$ cat src/rtl/regfile_scoreboard.sv
// Parametrised integer register file with write-to-read bypass, per-register busy
// scoreboard and a sequenced post-reset clear sweep so storage can map to RAM.
module regfile_scoreboard #(
    parameter int WORD_LENGTH = 32,
    parameter int ADDR_WIDTH  = 5,
    parameter bit BYPASS      = 1'b1
) (
    input  logic                   clk,
    input  logic                   rst,
    input  logic [ADDR_WIDTH-1:0]  rs1_addr,
    input  logic [ADDR_WIDTH-1:0]  rs2_addr,
    output logic [WORD_LENGTH-1:0] rs1_data,
    output logic [WORD_LENGTH-1:0] rs2_data,
    output logic                   rs1_busy,
    output logic                   rs2_busy,
    input  logic                   wr_en,
    input  logic [ADDR_WIDTH-1:0]  wr_addr,
    input  logic [WORD_LENGTH-1:0] wr_data,
    input  logic                   claim_en,
    input  logic [ADDR_WIDTH-1:0]  claim_addr,
    output logic                   ready
);

    localparam int DEPTH = 2**ADDR_WIDTH;
    localparam logic [ADDR_WIDTH-1:0] LAST_ADDR = '1;

    typedef enum logic {
        CLEAR,
        RUN
    } state_t;

    state_t                 r_state;
    state_t                 w_state_next;
    logic [ADDR_WIDTH-1:0]  r_cnt;
    logic [ADDR_WIDTH-1:0]  w_cnt_next;
    logic [DEPTH-1:0]       r_busy;
    logic [DEPTH-1:0]       w_busy_next;
    logic [WORD_LENGTH-1:0] r_mem [DEPTH];

    logic                   w_run;
    logic                   w_wr_live;
    logic                   w_claim_live;
    logic                   w_mem_we;
    logic [ADDR_WIDTH-1:0]  w_mem_waddr;
    logic [WORD_LENGTH-1:0] w_mem_wdata;

    assign w_run        = (r_state == RUN);
    assign w_wr_live    = wr_en && (wr_addr != '0);
    assign w_claim_live = claim_en && (claim_addr != '0);
    assign ready        = w_run;

    always_ff @(posedge clk) begin
        if (!rst) begin
            r_state <= CLEAR;
            r_cnt   <= '0;
            r_busy  <= '0;
        end else begin
            r_state <= w_state_next;
            r_cnt   <= w_cnt_next;
            r_busy  <= w_busy_next;
        end
    end

    // The sweep and the writeback share a single write port so the array stays RAM-mappable.
    always_comb begin
        w_state_next = r_state;
        w_cnt_next   = r_cnt;
        w_busy_next  = r_busy;
        w_mem_we     = 1'b0;
        w_mem_waddr  = r_cnt;
        w_mem_wdata  = '0;
        case (r_state)
            CLEAR: begin
                w_mem_we = 1'b1;
                if (r_cnt == LAST_ADDR) begin
                    w_state_next = RUN;
                end else begin
                    w_cnt_next = r_cnt + 1'b1;
                end
            end
            RUN: begin
                if (w_wr_live) begin
                    w_mem_we             = 1'b1;
                    w_mem_waddr          = wr_addr;
                    w_mem_wdata          = wr_data;
                    w_busy_next[wr_addr] = 1'b0;
                end
                // Applied after the retire so a new producer issuing as the old one retires wins.
                if (w_claim_live) begin
                    w_busy_next[claim_addr] = 1'b1;
                end
            end
            default: begin
                w_state_next = CLEAR;
            end
        endcase
    end

    always_ff @(posedge clk) begin
        if (rst && w_mem_we) begin
            r_mem[w_mem_waddr] <= w_mem_wdata;
        end
    end

    always_comb begin
        rs1_data = '0;
        rs1_busy = 1'b0;
        if (w_run && (rs1_addr != '0)) begin
            if (BYPASS && wr_en && (wr_addr == rs1_addr)) begin
                rs1_data = wr_data;
            end else begin
                rs1_data = r_mem[rs1_addr];
                rs1_busy = r_busy[rs1_addr];
            end
        end
    end

    always_comb begin
        rs2_data = '0;
        rs2_busy = 1'b0;
        if (w_run && (rs2_addr != '0)) begin
            if (BYPASS && wr_en && (wr_addr == rs2_addr)) begin
                rs2_data = wr_data;
            end else begin
                rs2_data = r_mem[rs2_addr];
                rs2_busy = r_busy[rs2_addr];
            end
        end
    end

endmodule

$ cat config.mk
export PLATFORM = sky130hd
export DESIGN_NAME = regfile_scoreboard
export DESIGN_NICKNAME = d
export VERILOG_FILES = /design/src/rtl/regfile_scoreboard.sv
export SDC_FILE = /design/constraint.sdc
export NUM_CORES = 1
export LEC_CHECK = 0
export CAP_MARGIN = 20
export CORE_MARGIN = 2
export CORE_UTILIZATION = 62
export DETAILED_ROUTE_END_ITERATION = 10
export PLACE_DENSITY_LB_ADDON = 0.1
export SKIP_LAST_GASP = 1
export SLEW_MARGIN = 40
export SYNTH_ARGS = -nofsm -noshare
export SYNTH_HDL_FRONTEND = slang
export SYNTH_SLANG_ARGS = --single-unit
$ cat constraint.sdc
create_clock -name clk -period 4.2 [get_ports clk]
set_input_delay 0.63 -clock clk [delete_from_list [all_inputs] [get_ports clk]]
set_output_delay 0.63 -clock clk [all_outputs]
set_load 0.1 [all_outputs]
# Word level (Yosys, flattened, before mapping)
# Memories as Yosys holds them, arrays and structs flattened.
# Cells that the tools add are included.
# word_totals
regBits,38
ram_bits,1024
inputBits,56
out_inout_bits,67
n_memories,1
# classes
n_addsub,1
n_lt_le_gt_ge,6
eq_ne,3
muxes,29
bitwise,5
reduce_logical,14
# mem_list
name,words,width,rd,rd_ports_with_merged_regs,wr,line,source
r_mem,32,32,2,0,1,38,logic [WORD_LENGTH-1:0] r_mem [DEPTH];
# ops
operator,n
32-bit two-way mux,9
32-bit bitwise AND,1
32-bit NOT,1
32-bit bitwise OR,1
5-bit by 6-bit < comparator with 1-bit output (second input constant),4
5-bit nonzero test,4
1-bit two-way mux,13
1-bit binary-select mux with 5-bit select,2
1-bit demux with 5-bit select,2
5-bit == test,2
5-bit by 1-bit greater-or-equal comparator with 1-bit output (second input constant),2
5-bit two-way mux,2
1-bit logical AND,9
5-bit by 1-bit adder with 5-bit output (second input constant),1
5-bit == test (second input constant),1
1-bit NOT,2
1-bit one-hot mux with 2 select lines,1
2-bit AND reduction,1

# Depth between registers and ports, before layout
# depth
ltp_word,10
mapped_depth,9

# Worst setup path before layout
# No wires, ideal clock.
# synth_timing
kind,reg2out
from,register r_state (netlist: ready)
to,output rs2_data[30]
t_arrival_ns,4.003
required_time_ns,3.570
slack_ns,-0.433
stages_incl_launch_ff,4
path_buffers,0
path_cell_list,dfxtp_1 clkinv_1 a21o_1 a211oi_1
# synth_between
elab_chain_cells,2
# synth_lines
element,line,source
from (decl),32,state_t r_state;
from (signal assigned),58,r_state <= w_state_next;
1-bit logical AND,121,if (w_run && (rs2_addr != '0)) begin
32-bit two-way mux,121,
to (decl),13,"output logic [WORD_LENGTH-1:0] rs2_data,"
# Every way passes these cells.

# Worst setup path after layout
# layout_timing
from,input wr_addr[2]
to,output rs2_data[5]
# layout_between
elab_chain_cells,4
# layout_lines
element,line,source
from (decl),17,"input logic [ADDR_WIDTH-1:0] wr_addr,"
5-bit == test,122,if (BYPASS && wr_en && (wr_addr == rs2_addr)) begin
1-bit logical AND,122,
32-bit two-way mux,122,
32-bit two-way mux,121,
# Every way passes these cells.

==> flow_summary.yaml <==
timing:
  timing_worst_slew_pin_value_ns: 0.930
  post-route-min-period_ns: 4.07
  final_min_period_over_clock_period_pct: 97.0
  fmax_ghz: 0.246
  fin_clk_skew_ns: 0.0199
  drv_slew: 0
  report.final.setup_viol: 0
  fin_setup_tns_ns: 0
  worst_slew_margin_rel_pct: 38.0
  grt_setup_unrepaired: "no"
  worst_slack_ns: 0.128
  whs_ns: 0.506
  report.final.hold_viol_count: 0
power:
  max-vdd-ir-drop_uv: 456
  p_leak_nw: 19.7
  power.density_nw_per_um2: 389
  pnr_total_power_w: 0.0229
status:
  result_of_the_run: "finished, final reports clean"
global_routing:
  grt_overflow_total: 0
  gr-usage-all-layers_pct: 37.7
  grt_start_max_net_pins: 79
  first_global_vias: 33500
  grt_pass1_wl_mm: 229
  number_of_antenna_violations_at_the_first_check_in_global_routing: 1
routing:
  drt_iter0_drc: 4686
  routed_wl_mm: 159
  drt_pass1_iterations: 6
  drt-wirelength-per-cell_um: 36.7
  routed_via_density: 7.67
  ant_nets: 0
  number_of_remaining_drc_errors: 0
  routed-via-count: 33200
synth:
  avgSynthCellArea_um2: 16.9
  dominantRegCellSynth: "sky130_fd_sc_hd__edfxtp_1"
  synth_fa_ha_area_share_pct: 0.0492
  synth_fp_nets: 3061
  synth.cell_area_um2: 50800
  synthDominantCellAreaShare_pct: 60.5
  synth-seq-cells: 1062
  synth.yosys.warnings: 0
  synth_compound_gate_area_share_pct: 9.74
  ys_async_sr_fraction_pct: 0
  combinational_family_with_the_most_area_after_synthesis: "multiplexers"
  synth-edff-count: 1024
  synthCells: 3003
  synth_xor_area_share_pct: 0.224
  synth_seq_area_share_pct: 62.0
  synth.area.mux_share_pct: 22.8
  synthTopCellsByArea: "sky130_fd_sc_hd__edfxtp_1 60%, sky130_fd_sc_hd__mux4_2 15%, sky130_fd_sc_hd__mux2i_1 7.4%"
  synthDistinctLibCells: 58
  synthSimpleGateAreaFrac_pct: 2.58
  library_cell_occupying_the_most_area_in_the_post_synthesis_netlist: "sky130_fd_sc_hd__edfxtp_1"
floorplan:
  row_count: 105
  die_area_um2: 84300
  io_pins: 123
  core_area_um2: 81600
  dieHeight_um: 290
  chipWidth_um: 290
  initial_core_util_pct: 62.3
worst_setup_path:
  setup.reg_to_reg.worst_slack_ns: 0.97
  max_stage_delay_ns: 0.69
  timing.critical_path.required_ns: 3.57
  worst_setup_path_end_kind: "output pin"
  timing.critical_path.buf_inv: 3
  path_common_cell: "sky130_fd_sc_hd__buf_12"
  r2r_start: "ready"
  timing.rr.end: "r_mem[8][3]"
  crit_chain: "clkdlybuf4s50_1, xnor2_1, nand4_1, or2_0, nor2_4, buf_12, a211o_1, buf_12"
  worst-setup-path-type: "input pin to output pin"
  arrival_ns: 3.44
  worstSetupStartpointType: "input pin"
  timing.critical_path.slowest_stage_cell: "sky130_fd_sc_hd__clkdlybuf4s50_1"
  cp_top_family: "buffers and inverters"
  wp_depth: 8
  worstRegToRegCells: 7
  path_max_fanout: 18
min_path:
  hold_depth: 1
  min-delay-path-class: "flip-flop to flip-flop"
  min-delay-start: "r_busy[0]"
  hold_end: "r_busy[0]"
clock_tree:
  cts.repair.resized: 0
  cts.sink_count: 1062
  cts.hold.buffers_added: 0
  cts-buffers-inserted: 108
  cts_root_buffer: "sky130_fd_sc_hd__clkbuf_16"
  clkLatencyLatePin_ns: 0.69
  tritoncts: "built"
  cts-root-to-sink-buffers: 3
  post-cts-setup-buffer-count: 0
  htreeDepth: 3
  worst_setup_hold_path_clk_slew_ns: 0.06
placed_design:
  pre_cts_ws_ns: 0.212
  numPortBuffers: 122
  gp_congestion: 0.887
  detailed_place_hpwl_mm: 90.9
layout:
  finish.net_count: 3229
  finish.utilization_pct: 72.2
  synthToLayoutAreaGrowth_pct: 15.9
  layout-drive-gt1-share_pct: 25.3
run:
  timing.max_cap.violations: 0
[area by class of cell]
cell class | count | area [µm²]
antenna | 2 | 5.00
clock buffer | 131 | 2840
clock inverter | 73 | 698
fill | 4969 | 22600
inverter | 9 | 33.8
multi-input combinational | 1683 | 18300
sequential | 1062 | 31500
tap | 1070 | 1340
timing repair buffer | 307 | 4180
[Yosys cell counts (37+ instances only)]
cell and count:
sky130_fd_sc_hd__a211o_1 60, sky130_fd_sc_hd__a21oi_1 125, sky130_fd_sc_hd__a221oi_1 184, sky130_fd_sc_hd__a22oi_1 94, sky130_fd_sc_hd__and2_1 37, sky130_fd_sc_hd__buf_2 54, sky130_fd_sc_hd__clkbuf_1 127, sky130_fd_sc_hd__dfxtp_1 38
sky130_fd_sc_hd__edfxtp_1 1024, sky130_fd_sc_hd__mux2i_1 378, sky130_fd_sc_hd__mux4_2 344, sky130_fd_sc_hd__nand2_1 46, sky130_fd_sc_hd__nor2_1 53, sky130_fd_sc_hd__nor3_1 41, sky130_fd_sc_hd__o21ai_0 96
[report_power, final]
part | switching [W] | internal [W] | leakage [nW] | total [W]
logic | 0.000997 | 0.000748 | 8.74 | 0.00175
registers | 0.0000320 | 0.0115 | 9.26 | 0.0115
clock network | 0.00412 | 0.00550 | 1.74 | 0.00963
[sequential cells by signal, summed over array words and instances (netlist names)]
| register | flops |
|---|---|
| r_busy | 32 |
| r_cnt | 5 |
| r_mem | 1024 |
| ready | 1 |
[routing by layer]
metal | GRT usage, % | share of wire [%]
met1 | 50.9 | 35
met2 | 58.7 | 47
met3 | 8.15 | 13
met4 | 19.5 | 5.8
met5 | 0 | 0
[through the flow]
stage | cell area (µm²) | instances
after CTS | 58900 | 4335
after floorplan | 50900 | 3003
after global placement | 55300 | 4127
after global routing | 58900 | 4335
final | 58900 | 4337
after detailed placement | 55400 | 4131
[kinds of logic after synthesis]
logic type,count (synthesis)
AO/OA/AOI/OAI,684
XOR/XNOR,13
adder cells (fa/ha/maj),2
buffers and inverters,258
flip-flops,1062
multiplexers,727
AND/OR/NAND/NOR,257
[worst max path at each step]
stage	start	slack, ns	endpoint
global placement	rs1_addr[2]	-0.008	rs1_data[22]
global route	wr_addr[2]	0.06	rs2_data[10]
finish	wr_addr[2]	0.13	rs2_data[5]
detailed placement	wr_addr[2]	0.21	rs2_data[10]
floorplan	ready	0.005	r_mem[9][0]
CTS	wr_addr[2]	0.20	rs2_data[10]
[placed cells by master, fill, tap and decap left out, types with 5 or more instances in the layout]
master and count:
sky130_fd_sc_hd__edfxtp_1 1024, sky130_fd_sc_hd__mux2i_1 378, sky130_fd_sc_hd__mux4_2 344, sky130_fd_sc_hd__a221oi_1 184
sky130_fd_sc_hd__buf_12 134, sky130_fd_sc_hd__a21oi_1 125, sky130_fd_sc_hd__buf_4 113, sky130_fd_sc_hd__clkbuf_16 109
sky130_fd_sc_hd__o21ai_0 96, sky130_fd_sc_hd__a22oi_1 94, sky130_fd_sc_hd__a211o_1 60, sky130_fd_sc_hd__clkdlybuf4s50_1 47
sky130_fd_sc_hd__nand2_1 46, sky130_fd_sc_hd__nor3_1 40, sky130_fd_sc_hd__dfxtp_1 38, sky130_fd_sc_hd__nand2b_1 36
sky130_fd_sc_hd__nor2_4 36, sky130_fd_sc_hd__and2_1 35, sky130_fd_sc_hd__a22o_1 31, sky130_fd_sc_hd__o21bai_1 30
sky130_fd_sc_hd__clkinv_2 27, sky130_fd_sc_hd__clkinv_1 26, sky130_fd_sc_hd__a21boi_0 20, sky130_fd_sc_hd__clkbuf_1 19
sky130_fd_sc_hd__o211ai_1 18, sky130_fd_sc_hd__nor2_1 17, sky130_fd_sc_hd__xnor2_1 12, sky130_fd_sc_hd__bufinv_16 11
sky130_fd_sc_hd__nand3_1 10, sky130_fd_sc_hd__nand4_1 6, sky130_fd_sc_hd__nand3b_1 6, sky130_fd_sc_hd__mux2_2 5
sky130_fd_sc_hd__clkbuf_8 5
No activity file was read; power rests on OpenSTA's default activity.
==> variant: new RTL, config.mk and constraints unchanged <==
The parameter `ADDR_WIDTH` goes from 5 to 4.
--- a/src/rtl/regfile_scoreboard.sv
+++ b/src/rtl/regfile_scoreboard.sv
@@ -2,7 +2,7 @@
 // scoreboard and a sequenced post-reset clear sweep so storage can map to RAM.
 module regfile_scoreboard #(
     parameter int WORD_LENGTH = 32,
-    parameter int ADDR_WIDTH  = 5,
+    parameter int ADDR_WIDTH  = 4,
     parameter bit BYPASS      = 1'b1
 ) (
     input  logic                   clk,
Ports: changed (resized claim_addr, rs1_addr, rs2_addr and wr_addr); port bits go from 123 to 119. The function was not compared with the original's and may differ.
==> variant against the original RTL <==
Area after synthesis decreased by 49%. Global-route usage is 5.9 points lower. Count of clock-buffer cells in the layout is 67 lower. Wire length decreased by 57%. Cell count shrank 50%. Synthesized cell count fell by 51%. Critical path depth is 3 lower. Cell area down 48%. Sequential cell count decreased by 529. Worst setup slack improved by 0.22 ns. Clock power down 52%. Total power is 50% lower.
==> variant: results (changes against the original RTL) <==
ranking of synthesized cells by area: edfxtp_1 59%, mux4_2 22%, nand2_1 3.1%
leakage: 0.0106 uW (-47%)
CTS buffer count: 54 (-50%)
vias in the first global route: 16005 (-52%)
post-synth cell types: 48 (-17%)
initial drt markers: 1951 (-58%)
total track usage: 31.8% (-5.9 points)
pre-CTS setup slack: 0.568 ns (+0.357 ns)
first-pass GRT wire length: 101000 microns (-56%)
P_clk: 4640 uW (-52%)
initial antenna violation count: 3 (+2)
seq pwr: 5840 uW (-49%)
htree depth: 2 (-1)
CP max-delay cell: o21ba_2
Worst EP arrival: 3.23 ns (-0.21 ns)
drt wl/cell: 31.1 microns (-15%)
clock root cell: clkbuf_16
DRT Pass-1 Iters: 5 (-1)
Post-synth EDFFs: 512 (-50%)
Top Family by Delay on Critical Path: compound AO/OA/AOI/OAI gates
flop2flop setup slack: 1.18 ns (+0.21 ns)
synth cell count leaders: 512 x edfxtp_1, 256 x mux4_2, 214 x nand2_1
largest net degree at the start of global routing: 69 (-13%)
Post-Route Skew: 0.0130 ns (-0.00691 ns)
fmax: 259 MHz (+5.6%)
Top Registers: r_mem: 512 flops, r_busy: 16 flops, r_cnt: 4 flops
cts repair resizes: 0 (unchanged)
post-DP HPWL: 39300 microns (-57%)
measured slew at the worst slew-check pin: 0.875 ns (-0.0552 ns)
Final nets: 1653 (-49%)
status: completed
Final GP Congestion: 0.819 (-7.7%)
Worst path max stage delay: 0.87 ns (+0.18 ns)
peak supply drop: 0.439 mV (-3.8%)
crit path max fanout: 19 (+1)
Worst-Skew Late Latency: 0.61 ns (-0.08 ns)
final slew viol count: 0 (unchanged)
vias per cell: 7.18 (-6.4%)
part of the Yosys area used for sequential elements: 60.6% (-1.4 points)
# port buffers: 118 (-3.3%)
switching share of power: 22.1% (-0.37 points)
Max clock buf depth: 3 (unchanged)
Setup Buffers After CTS: 0 (unchanged)
fraction of final layout cells sized beyond drive strength 1: 30.6% (+5.3 points)
post-synth net total: 1538 (-50%)
[variant: through the flow]
step	instances	instance area (sq um)	hold slack, ns	util, %	power (uW)
after floorplan	1485	26100	0.443	-	6540
after global placement	2083	28700	0.461	68.7	6800
after detailed placement	2083	28700	0.470	68.7	6810
after CTS	2180	30400	0.498	72.7	11400
after global routing	2180	30400	0.512	72.8	11700
final	2181	30400	0.494	72.8	11300
[variant: metal layers]
metal / GRT usage, % / vias up / share of wire, %
met5: 0 / - / 0.012
met4: 11.3 / 2 / 3.2
met3: 6.76 / 136 / 11
met2: 49.6 / 1002 / 48
met1: 45.4 / 8140 / 38
li1: - / 6369 / -
[variant: final timing paths]
check / depth (start not counted) / startpoint / to
setup / recovery: 5 / ready / rs1_data[14]
hold reg to reg: 2 / r_busy[5] / r_busy[5]
setup reg to reg: 5 / ready / r_mem[0][20]
hold / removal: 2 / r_busy[5] / r_busy[5]
[variant: worst register-to-register path: stages (launching register included)]
cell and delay (ns):
dfxtp_1 0.73, nand2_1 0.25, or4b_1 0.66, a21bo_1 0.36
nor2_4 0.13, buf_4 0.50
[variant: cell type report]
class	count	area, sq um
Fill cell	2503	11400
Clock inverter	33	277
Timing Repair Buffer	183	2530
Multi-Input combinational cell	825	9690
Clock buffer	64	1410
Sequential cell	533	15800
Inverter	3	11.3
Tap cell	539	674
Antenna cell	1	2.50
[variant: kinds of logic (layout without fill, tap and decap cells)]
group	after synthesis	in the layout	synth area share (%)
compound gates	111	111	3.71
xor+xnor	11	11	0.370
fa+ha+maj	1	1	0.0480
buf+inv	127	283	2.77
flops	533	533	60.6
mux	334	334	25.6
other cells	0	1	0
simple gates	368	368	6.86
